**config.mk**
```make
export PLATFORM = sky130hd
export DESIGN_NAME = scan_chain_ctrl
export DESIGN_NICKNAME = d
export VERILOG_FILES = /design/src/rtl/scan_pkg.sv /design/src/rtl/scan_shift_cnt.sv /design/src/rtl/scan_chain_ctrl.sv
export SDC_FILE = /design/constraint.sdc
export NUM_CORES = 1
export LEC_CHECK = 0
export BUFFER_PORTS_ARGS = -buffer_cell sky130_fd_sc_hd__buf_2
export CAP_MARGIN = 20
export CORE_AREA = 5 5 66 68
export DETAILED_ROUTE_END_ITERATION = 6
export DIE_AREA = 0 0 71 73
export PLACE_DENSITY = 0.77
export SETUP_SLACK_MARGIN = 0.1
export SKIP_LAST_GASP = 1
export SLEW_MARGIN = 20
export SYNTH_ARGS = -nofsm -noshare
export SYNTH_HDL_FRONTEND = slang
export SYNTH_SLANG_ARGS = --single-unit
```
**constraint.sdc**
```tcl
create_clock -name clock -period 3.1 [get_ports clock]
set_input_delay 0.31 -clock clock [delete_from_list [all_inputs] [get_ports clock]]
set_output_delay 0.31 -clock clock [all_outputs]
set_load 0.02 [all_outputs]
```
**src/rtl/scan_pkg.sv**
```systemverilog
// Shared types for the scan-chain sequencer: FSM state encoding and capture length.
package scan_pkg;

  typedef enum logic [2:0] {
    IDLE,
    SHIFT_IN,
    CAPTURE,
    SHIFT_OUT,
    DONE
  } state_t;

  localparam int CAPTURE_CYCLES = 1;

endpackage

```
**src/rtl/scan_shift_cnt.sv**
```systemverilog
// Shift-phase counter: clear has priority, wraps to zero after CHAIN_LEN-1.
// Single-cycle update, no backpressure; last is decoded from the count register.
module scan_shift_cnt #(
  parameter int CHAIN_LEN = 8,
  parameter int CNT_W     = $clog2(CHAIN_LEN)
) (
  input  logic             clock,
  input  logic             reset,
  input  logic             clr,
  input  logic             en,
  output logic [CNT_W-1:0] count,
  output logic             last
);

  assign last = (count == CNT_W'(CHAIN_LEN - 1));

  always_ff @(posedge clock or posedge reset) begin
    if (reset) begin
      count <= '0;
    end else if (clr) begin
      count <= '0;
    end else if (en) begin
      count <= last ? '0 : count + CNT_W'(1);
    end
  end

endmodule

```
**src/rtl/scan_chain_ctrl.sv**
```systemverilog
// Full-scan sequencer: load pattern, one capture cycle, unload and compare.
// done arrives 2*CHAIN_LEN+2 cycles after start is accepted; start is ignored while busy.
module scan_chain_ctrl
  import scan_pkg::*;
#(
  parameter int CHAIN_LEN = 8
) (
  input  logic                 clock,
  input  logic                 reset,
  input  logic                 start,
  input  logic [CHAIN_LEN-1:0] pattern,
  input  logic [CHAIN_LEN-1:0] expected,
  output logic                 busy,
  output logic                 scan_se,
  output logic                 scan_si,
  input  logic                 scan_so,
  output logic [CHAIN_LEN-1:0] response,
  output logic                 done,
  output logic                 fail
);

  localparam int CNT_W = $clog2(CHAIN_LEN);

  state_t               state, state_nxt;
  logic [CNT_W-1:0]     cnt;
  logic                 cnt_last, cnt_clr, cnt_en;
  logic                 accept;
  logic [CHAIN_LEN-1:0] pat_q, exp_q, resp_nxt;

  scan_shift_cnt #(
    .CHAIN_LEN (CHAIN_LEN),
    .CNT_W     (CNT_W)
  ) u_cnt (
    .clock (clock),
    .reset (reset),
    .clr   (cnt_clr),
    .en    (cnt_en),
    .count (cnt),
    .last  (cnt_last)
  );

  always_ff @(posedge clock or posedge reset) begin
    if (reset) state <= IDLE;
    else       state <= state_nxt;
  end

  always_comb begin
    state_nxt = state;
    cnt_clr   = 1'b0;
    cnt_en    = 1'b0;
    accept    = 1'b0;
    case (state)
      IDLE: begin
        if (start) begin
          accept    = 1'b1;
          cnt_clr   = 1'b1;
          state_nxt = SHIFT_IN;
        end
      end
      SHIFT_IN: begin
        cnt_en = 1'b1;
        if (cnt_last) state_nxt = CAPTURE;
      end
      CAPTURE: begin
        if (cnt == CNT_W'(CAPTURE_CYCLES - 1)) begin
          cnt_clr   = 1'b1;
          state_nxt = SHIFT_OUT;
        end else begin
          cnt_en = 1'b1;
        end
      end
      SHIFT_OUT: begin
        cnt_en = 1'b1;
        if (cnt_last) state_nxt = DONE;
      end
      DONE:    state_nxt = IDLE;
      default: state_nxt = IDLE;
    endcase
  end

  // Unload cycle k lands scan_so in bit k, so a self-holding chain returns the pattern unchanged.
  always_comb begin
    resp_nxt = response;
    if (accept) resp_nxt = '0;
    else if (state == SHIFT_OUT) resp_nxt[cnt] = scan_so;
  end

  // Outputs are registered from the next state so they line up with the state they describe.
  always_ff @(posedge clock or posedge reset) begin
    if (reset) begin
      busy     <= 1'b0;
      done     <= 1'b0;
      fail     <= 1'b0;
      scan_se  <= 1'b0;
      scan_si  <= 1'b0;
      response <= '0;
      pat_q    <= '0;
      exp_q    <= '0;
    end else begin
      busy     <= (state_nxt != IDLE);
      done     <= (state_nxt == DONE);
      scan_se  <= (state_nxt == SHIFT_IN) || (state_nxt == SHIFT_OUT);
      scan_si  <= 1'b0;
      response <= resp_nxt;
      if (accept) begin
        pat_q   <= pattern;
        exp_q   <= expected;
        fail    <= 1'b0;
        scan_si <= pattern[0];
      end else if (state == SHIFT_IN) begin
        pat_q <= {pat_q[0], pat_q[CHAIN_LEN-1:1]};
        if (state_nxt == SHIFT_IN) scan_si <= pat_q[1];
      end
      if (state == SHIFT_OUT && state_nxt == DONE) fail <= (resp_nxt != exp_q);
    end
  end

endmodule

```
==> flow_metrics.tcl <==
set metrics [dict create \
    dp.cells 275 \
    timing.fmax_mhz 385 \
    fin_area_um2 2070 \
    switchingPower_mw 0.867 \
    fin_util 0.545 \
    synth_top_area_share 0.499 \
    cts_buffer_depth 2 \
    numClockSinks 35 \
    fin_ws_ns 0.505 \
    ctsResizeCount 0 \
    initial_utilization 0.462 \
    cts_tree "done" \
    antenna_found_initial 0 \
    num_rows 23 \
    vias 1464 \
    drtAntennaViolNets 0 \
    core_um2 3800 \
    drc 0 \
    yosys.area.top_type "dfrtp_1" \
    ys_dominant_reg_cell "dfrtp_1" \
    comb_power_share 0.454 \
    p_per_area_nw_per_um2 1010 \
    required_ns 3.26 \
    period_minus_slack_ns 2.59 \
    drive_gt1_frac 0.219 \
    post-place-ws_ns 0.503 \
    p_int_mw 1.22 \
    fp.dieW_um 71 \
    hold_class "input port to asynchronous set/reset pin" \
    ys_ff_latch 35 \
    setup_tns_ns 0 \
    ctsHoldBuffers 0 \
    post-route-period-util 0.837 \
    die_h_um 73 \
    syn2layout_area_growth_pct 17.9 \
    insertedDiodeCount 0 \
    yosysWarnings 0 \
    postSynthCellCount 197 \
    ios 33 \
    cts.htree.levels 2 \
    leakagePower_nw 1.06 \
    slew-limit-headroom 0.575 \
    synthArstFlopShare 1.00 \
    cp_data_arrival_time_ns 2.76 \
    grt_use_total 0.158 \
    end_kind "register" \
    outcome "finished clean" \
    cp_slowest_cell "or4b_1" \
    root_buffer "clkbuf_8" \
    instances_no_fill 283 \
    synthTopCellsByArea "dfrtp_1 (50%), nand2_1 (11%), nor2_1 (4.1%)" \
    dp_hpwl_um 2690 \
    routedWlPerCell_um 13.3 \
    synthTopCellsByCount "nand2_1 (53), dfrtp_1 (35), nor2_1 (19), a31oi_1 (9)" \
    drv_cap 0 \
    clock_skew_ns 0.00489 \
    place_area_um2 1990 \
    port_buffers 32 \
    syn-num-nets 220 \
    netlist_area_um2 1760 \
    rsz0062_at_grt "false" \
    startpoint_type "register" \
    power_frac_seq 0.396 \
    dieArea_um2 5180 \
    worst_slew_pin_slew_ns 0.637 \
    post_cts_buffers 0 \
    critPathKind "register to register" \
    synth_edf_count 0 \
    p_clk_frac 0.150 \
    grt_pass1_wl_um 6320 \
    postSynthAreaPerCell_um2 8.92 \
    p_sw_frac 0.416 \
    finalSetupViolations 0 \
    synth.distinct_cells 31 \
    nets 255 \
    grt_pass1_vias 1383 \
    via_per_inst 5.17 \
    drt_iter0_drc 150 \
    hold_viol_final 0 \
    seq_area_frac_synth 0.499 \
    path_cells "or4b_1, o311ai_0, a21oi_1, or4_1, nor4b_2, mux2i_1" \
    irDropWorstVdd_uv 314 \
    routed_wl_um 3780 \
    critPathMaxFanout 19 \
    maxSlewViolCount 0 \
    crit_path_max_incr_delay_ns 0.85 \
    clk_pin_slew_ns 0.07 \
    routabilityCongestion 0.827 \
    overflow 0 \
    first_pass_iters 4 \
    clk_latency_ns 0.29 \
    cts_buffers 5 \
    grt_max_degree 36 \
    yosys.cell_count.top_type "nand2_1" \
]
[state kept, by name (all words and copies together), names as in the netlist]
register / cells
busy: 1
done: 1
exp_q: 8
fail: 1
pat_q: 8
response: 8
scan_se: 1
scan_si: 1
state: 3
u_cnt.count: 3
[layout by cell type, fill, tap and decap left out, types with 2 or more instances in the layout]
master / netlist / routed
nand2_1: 53 / 53
dfrtp_1: 35 / 35
buf_2: 5 / 32
nor2_1: 19 / 19
a31oi_1: 9 / 9
a21oi_1: 8 / 8
and3_1: 8 / 8
buf_4: 0 / 7
nor3_1: 5 / 5
mux2i_1: 5 / 5
nand3_1: 5 / 5
clkbuf_8: 0 / 5
nor2b_1: 4 / 4
inv_1: 4 / 4
o211ai_1: 4 / 4
nand4_1: 3 / 3
or4_1: 3 / 3
ha_1: 3 / 3
nor4b_2: 1 / 2
nand2b_1: 2 / 2
o211ai_2: 2 / 2
o311ai_0: 2 / 2
a21o_1: 2 / 2
clkbuf_1: 6 / 2
[kinds of logic after synthesis]
group,Yosys count,share of synthesized area
flops,35,0.499
xor+xnor,1,0.00499
compound gates,27,0.105
fa+ha+maj,3,0.0214
simple gates,111,0.306
buf+inv,15,0.0356
mux,5,0.0285
[cell type report]
class                           instances  area [um2]
Clock buffer                            7        76.3
Clock inverter                          1        5.00
Fill cell                             377        1730
Inverter                                4        15.0
Multi-Input combinational cell        147         825
Sequential cell                        35         876
Tap cell                               50        62.6
Timing Repair Buffer                   39         213
[power groups by stage]
stage	registers [mW]	clock network [mW]	logic, mW
floorplan	0.862	0	0.647
global placement	0.828	0	0.929
detailed placement	0.828	0	0.951
CTS	0.821	0.322	0.955
global route	0.854	0.338	1.06
finish	0.825	0.314	0.946
[metrics by stage]
stage	total power [mW]	hold slack [ns]
2_1_floorplan	1.51	0.415
3_3_place_gp	1.76	0.422
3_5_place_dp	1.78	0.429
4_1_cts	2.10	0.117
5_1_grt	2.25	0.165
6_report	2.08	0.109
[worst max-delay path: cells and delay by family (launching register included)]
| kind | cells | cell delay (ns) |
|---|---|---|
| AND/OR/NAND/NOR | 3 | 1.57 |
| AO/OA/AOI/OAI | 2 | 0.43 |
| flip-flops | 1 | 0.37 |
| multiplexers | 1 | 0.10 |
[worst paths after layout]
check | from | slack [ns] | cells past startpoint | endpoint
max reg2reg | state[2]$_DFF_PP0_ | 0.51 | 6 | fail$_DFFE_PP0P_
min in group clock | expected[6] | 0.21 | 3 | exp_q[6]$_DFFE_PP0N_
max in group asynchronous | reset | 2.68 | 3 | response[4]$_DFF_PP0_
min | reset | 0.11 | 3 | pat_q[5]$_DFFE_PP0P_
max | state[2]$_DFF_PP0_ | 0.51 | 6 | fail$_DFFE_PP0P_
min reg2reg | exp_q[4]$_DFFE_PP0N_ | 0.49 | 2 | exp_q[4]$_DFFE_PP0N_
[routing by layer]
layer | routed length (um) | part of all wire | GRT usage
met1 | 1780 | 0.47 | 0.205
met2 | 1760 | 0.47 | 0.239
met3 | 151 | 0.040 | 0.0468
met4 | 78 | 0.021 | 0.0793
met5 | 0 | 0 | 0
No activity file was read; power rests on OpenSTA's default activity.
